===== src/rtl/uart_tx_pkg.sv =====
// uart_tx shared types and frame constants.
// Build option: UART_TX_PARITY_EN adds an even parity bit.
package uart_tx_pkg;

  localparam int START_BITS = 1;
  localparam int STOP_BITS  = 1;
`ifdef UART_TX_PARITY_EN
  localparam int PARITY_BITS = 1;
`else
  localparam int PARITY_BITS = 0;
`endif

  typedef enum logic [2:0] {
    IDLE,
    START,
    DATA,
`ifdef UART_TX_PARITY_EN
    PARITY,
`endif
    STOP
  } tx_states_e;

  function automatic int frame_bits(input int dw);
    return START_BITS + dw + PARITY_BITS + STOP_BITS;
  endfunction

endpackage


===== src/rtl/uart_baud_gen.sv =====
// Baud divider: counts 0..DIV-1 while enabled, ticks on the last count.
// Shared between the UART transmitter and receiver.
module uart_baud_gen #(
  parameter int DIV = 10
) (
  input  logic clk,
  input  logic rst_n,
  input  logic clr_i,
  input  logic en_i,
  output logic bit_tick_o
);

  localparam int CW = $clog2(DIV);
  localparam logic [CW-1:0] LAST = CW'(DIV - 1);

  logic [CW-1:0] cnt_q;
  logic [CW-1:0] cnt_d;
  logic          tick;

  assign tick       = en_i && (cnt_q == LAST);
  assign bit_tick_o = tick;

  // next count: clear wins, wrap after the last count of a bit
  always_comb begin
    cnt_d = cnt_q;
    if (clr_i) begin
      cnt_d = '0;
    end else if (en_i) begin
      cnt_d = tick ? '0 : cnt_q + 1'b1;
    end
  end

  // count register
  always_ff @(posedge clk or negedge rst_n) begin
    if (!rst_n) begin
      cnt_q <= '0;
    end else begin
      cnt_q <= cnt_d;
    end
  end

endmodule


===== src/rtl/uart_tx.sv =====
// UART transmitter: start, data LSB first, optional parity, one stop.
// Build option: UART_TX_PARITY_EN adds an even parity bit.
module uart_tx
  import uart_tx_pkg::*;
#(
  parameter int CLK_FREQ   = 100_000_000,
  parameter int BAUD_RATE  = 115200,
  parameter int DATA_WIDTH = 8
) (
  input  logic                  clk,
  input  logic                  rst_n,
  input  logic [DATA_WIDTH-1:0] data_i,
  input  logic                  valid_i,
  output logic                  ready_o,
  output logic                  tx_o,
  output logic                  busy_o
);

  localparam int BAUD_DIV = CLK_FREQ / BAUD_RATE;
  localparam int BCW = (DATA_WIDTH > 1) ? $clog2(DATA_WIDTH) : 1;
  localparam logic [BCW-1:0] LAST_BIT = BCW'(DATA_WIDTH - 1);

  tx_states_e            state_q, state_d;
  logic [DATA_WIDTH-1:0] shift_q, shift_d;
  logic [BCW-1:0]        bit_q, bit_d;
  logic                  tx_q, tx_d;
  logic                  ready_q, ready_d;
  logic                  busy_q;
  logic                  hs;
  logic                  tick;
  logic                  idle;
`ifdef UART_TX_PARITY_EN
  logic                  par_q, par_d;
`endif

  assign hs   = valid_i && ready_q;
  assign idle = (state_q == IDLE);

  uart_baud_gen #(
    .DIV(BAUD_DIV)
  ) u_baud (
    .clk       (clk),
    .rst_n     (rst_n),
    .clr_i     (idle),
    .en_i      (!idle),
    .bit_tick_o(tick)
  );

  // frame sequencing and registered line/handshake values
  always_comb begin
    state_d = state_q;
    shift_d = shift_q;
    bit_d   = bit_q;
`ifdef UART_TX_PARITY_EN
    par_d   = par_q;
`endif
    unique case (state_q)
      IDLE: begin
        if (hs) begin
          state_d = START;
          shift_d = data_i;
          bit_d   = '0;
`ifdef UART_TX_PARITY_EN
          par_d   = ^data_i;
`endif
        end
      end
      START: begin
        if (tick) state_d = DATA;
      end
      DATA: begin
        if (tick) begin
          shift_d = shift_q >> 1;
          if (bit_q == LAST_BIT) begin
            bit_d = '0;
`ifdef UART_TX_PARITY_EN
            state_d = PARITY;
`else
            state_d = STOP;
`endif
          end else begin
            bit_d = bit_q + 1'b1;
          end
        end
      end
`ifdef UART_TX_PARITY_EN
      PARITY: begin
        if (tick) state_d = STOP;
      end
`endif
      STOP: begin
        if (tick) state_d = IDLE;
      end
      default: state_d = IDLE;
    endcase

    tx_d = 1'b1;
    unique case (state_d)
      IDLE:   tx_d = 1'b1;
      START:  tx_d = 1'b0;
      DATA:   tx_d = shift_d[0];
`ifdef UART_TX_PARITY_EN
      PARITY: tx_d = par_d;
`endif
      STOP:   tx_d = 1'b1;
      default: tx_d = 1'b1;
    endcase
    ready_d = (state_d == IDLE);
  end

  // state and output registers
  always_ff @(posedge clk or negedge rst_n) begin
    if (!rst_n) begin
      state_q <= IDLE;
      shift_q <= '0;
      bit_q   <= '0;
      tx_q    <= 1'b1;
      ready_q <= 1'b1;
      busy_q  <= 1'b0;
    end else begin
      state_q <= state_d;
      shift_q <= shift_d;
      bit_q   <= bit_d;
      tx_q    <= tx_d;
      ready_q <= ready_d;
      busy_q  <= !ready_d;
    end
  end

`ifdef UART_TX_PARITY_EN
  // captured parity of the word in flight
  always_ff @(posedge clk or negedge rst_n) begin
    if (!rst_n) begin
      par_q <= 1'b0;
    end else begin
      par_q <= par_d;
    end
  end
`endif

  assign tx_o    = tx_q;
  assign ready_o = ready_q;
  assign busy_o  = busy_q;

endmodule


===== config.mk =====
export PLATFORM = sky130hd
export DESIGN_NAME = uart_tx
export DESIGN_NICKNAME = d
export VERILOG_FILES = /design/src/rtl/uart_tx_pkg.sv /design/src/rtl/uart_baud_gen.sv /design/src/rtl/uart_tx.sv
export SDC_FILE = /design/constraint.sdc
export NUM_CORES = 1
export LEC_CHECK = 0
export CORE_MARGIN = 10
export CORE_UTILIZATION = 50
export DETAILED_ROUTE_END_ITERATION = 6
export GPL_TIMING_DRIVEN = 0
export PLACE_DENSITY = 0.72
export SYNTH_ARGS = -nofsm -noshare
export SYNTH_HDL_FRONTEND = slang
export SYNTH_SLANG_ARGS = --single-unit
export TNS_END_PERCENT = 30

===== constraint.sdc =====
create_clock -name clk -period 2.35 [get_ports clk]
set_input_delay 0.47 -clock clk [delete_from_list [all_inputs] [get_ports clk]]
set_output_delay 0.47 -clock clk [all_outputs]
set_load 0.005 [all_outputs]

==> results.py <==
metrics = {
    "routing": {
        "drc": 0,
        "vias": 871,
        "drtPass1Iterations": 4,
        "routed_wl_um": 2146,
        "drtAntennaViolNets": 0,
        "avgViaCountPerCell": 5.279,
        "wl_per_cell_um": 13.01,
        "drt_iter0_markers": 57,
    },
    "worst_setup_path": {
        "end_kind": "flop",
        "cp_max_fo": 5,
        "cp_slowest_cell": "dfrtp_1",
        "worstReg2RegStart": "u_baud.cnt_q[0]",
        "crit_chain": "ha_1 > nand4b_4 > nor3_4 > nor3_1 > a311o_1 > mux2_4",
        "setup.worst_path.start": "u_baud.cnt_q[0]",
        "cp.arrival_ns": 2.23,
        "rr_worst_depth": 6,
        "cpLargestDelayFamily": "simple AND/OR/NAND/NOR gates",
        "path_class": "reg -> reg",
        "r2r_end": "tx_o",
        "path_buf_inv": 0,
        "cp-endpoint": "tx_o",
        "cp.depth": 6,
        "rrSetupSlack_ns": 0.37,
        "cp-start-kind": "flop",
        "cp.required_ns": 2.61,
        "critical_path.max_stage_delay_ns": 0.40,
    },
    "logic_synthesis": {
        "synth_area_sq_um": 1281,
        "syn_nets": 132,
        "synth.area.mux_share": 0.02344,
        "ys.flop_type": "dfrtp_1",
        "synth.distinct_cells": 34,
        "synth_edf_count": 0,
        "synth_compound_area_frac": 0.08398,
        "ys_async_sr_fraction": 1.000,
        "synthXorXnorAreaFrac": 0.05469,
        "ys_seq_area_frac": 0.5293,
        "avgSynthCellArea_sq_um": 10.86,
        "ys_ff_latch": 27,
        "synthSimpleGateAreaFrac": 0.2529,
        "synth_fa_ha_area_frac": 0.02930,
        "synth_top_family_by_area": "simple AND/OR/NAND/NOR gates",
        "ys_warn_count": 0,
        "synthCells": 118,
    },
    "grt": {
        "antenna_found_initial": 0,
        "groute.usage.overall": 0.08959,
        "grt_pass1_vias": 918,
        "grt_max_degree": 28,
        "grt_remaining_overflow": 0,
        "grt_pass1_wl_um": 3795,
    },
    "clock_network": {
        "cts_htree_levels": 1,
        "cts_buffer_depth": 2,
        "cts_hold_buf": 0,
        "clk_pin_slew_ns": 0.13,
        "cts-buffers-inserted": 3,
        "cts_setup_buffers": 0,
        "cts_root_buf": "clkbuf_4",
        "ctsResizeCount": 0,
        "clk_latency_ns": 0.31,
        "cts.sinks": 27,
        "tritoncts": "yes",
    },
    "sta": {
        "max_freq_mhz": 506.0,
        "setup_viol": 0,
        "hold_violations": 0,
        "whs_ns": 0.4793,
        "rsz0062_at_grt": "no",
        "post-route-period-util": 0.8410,
        "finalCriticalPeriod_ns": 1.976,
        "tightest_slew_ns": 1.148,
        "slew_headroom": 0.2320,
        "clock-skew-final_ns": 0.002151,
        "drv_slew": 0,
        "setup_tns_ns": 0,
    },
    "power_and_ir_drop": {
        "power_density_nw_per_um2": 644.4,
        "power.total_mw": 0.9506,
        "peakVddDrop_v": 0.0003923,
        "leakagePower_nw": 0.7084,
    },
    "die": {
        "coreArea_sq_um": 2455,
        "start_util": 0.5219,
        "die_h_um": 70.62,
        "dieArea_sq_um": 4987,
        "chipWidth_um": 70.62,
        "ios": 14,
        "rows": 18,
    },
    "cells_and_area": {
        "antennaDiodeCount": 0,
        "final_area_sq_um": 1475,
        "fillers": 207,
        "drive_gt1_frac": 0.1037,
        "final_nets": 150,
        "synthToLayoutAreaGrowth_pct": 15.14,
        "fin_cells": 165,
    },
    "place": {
        "dpl_cell_area_sq_um": 1449,
        "place_hpwl_um": 1693,
        "place.gp.congestion": 0.7568,
        "numPortBuffers": 13,
        "placed_cells": 161,
    },
    "worst_hold_path": {
        "hold_class": "reg -> reg",
        "hp-start": "u_baud.cnt_q[0]",
    },
    "status": {
        "status": "completed",
    },
    "flow_run": {
        "drv_cap": 0,
    },
}
## cells by family after synthesis
| group | after synthesis |
|---|---|
| AO/OA/AOI/OAI | 14 |
| adder cells (fa/ha/maj) | 3 |
| other | 1 |
| AND/OR/NAND/NOR | 55 |
| XOR/XNOR | 8 |
| flip-flops | 27 |
| buffers and inverters | 8 |
| multiplexers | 2 |
## power by group
group / leakage (nW) / internal (mW) / switching, mW
combinational: 0.344 / 0.0894 / 0.0873
sequential: 0.349 / 0.537 / 0.0456
clock: 0.0150 / 0.0663 / 0.125
total: 0.708 / 0.693 / 0.257
## worst register-to-register path, delay by kind of cell, from the launching register on
| kind | cells | cell delay (ns) |
|---|---|---|
| flops | 1 | 0.40 |
| simple gates | 3 | 0.56 |
| fa+ha+maj | 1 | 0.32 |
| mux | 1 | 0.31 |
| compound gates | 1 | 0.33 |
## through the flow
stage / setup WS, ns / util
after global placement: 0.3639 / 0.5902
after global routing: 0.2118 / 0.6009
after CTS: 0.3537 / 0.6009
after detailed placement: 0.3536 / 0.5902
final: 0.3735 / 0.6009
after floorplan: 0.5527 / -
## worst min-delay path by stage
stage               cells after the start         endpoint
floorplan                               0         bit_q[0]
global placement                        2       shift_q[4]
detailed placement                      2       shift_q[5]
CTS                                     1  u_baud.cnt_q[0]
global route                            1  u_baud.cnt_q[0]
finish                                  1  u_baud.cnt_q[0]
## cells in the mapped netlist, types with 3 or more instances
cell type  count  area, sq um
nor2_1        12        45.04
inv_1          6        22.52
nand3_1        3        15.01
xor2_1         6        52.55
a22oi_1        6        45.04
nand2_1       21        78.83
dfrtp_1       25        625.6
and3_1         3        18.77
ha_1           3        37.54
## cell type report
class                           count  area [sq um]  share of cell area
Buffer                              2         7.507            0.005089
Inverter                            6         22.52             0.01527
Tap cell                           30         37.54             0.02545
Timing Repair Buffer               13         130.1             0.08821
Multi-Input combinational cell     83         573.1              0.3885
Sequential cell                    27         678.2              0.4597
Clock buffer                        4         26.28             0.01781
## state kept, by name, indices dropped and copies added, names as in the netlist
register	flops
bit_q	3
busy_o	1
ready_o	1
shift_q	8
state_q	3
tx_o	1
u_baud.cnt_q	10
## layer usage
metal	up-vias	wire length (um)	GRT usage
met5	-	0	0
met4	0	12	0.02581
met3	2	57	0.03068
met2	8	1117	0.1607
met1	426	959	0.09732
li1	435	-	-
## cells in the final DEF, fill, tap and decap left out, drive strengths merged, types with 3 or more instances in the layout
cell type and instances:
and3 3, xor2 6, clkbuf 5, nor2 13
clkdlybuf4s50 13, nand2 21, nor3 3, ha 3
a22oi 6, nand3 3, dfrtp 25, inv 6
(Power assumes the default switching activity.)
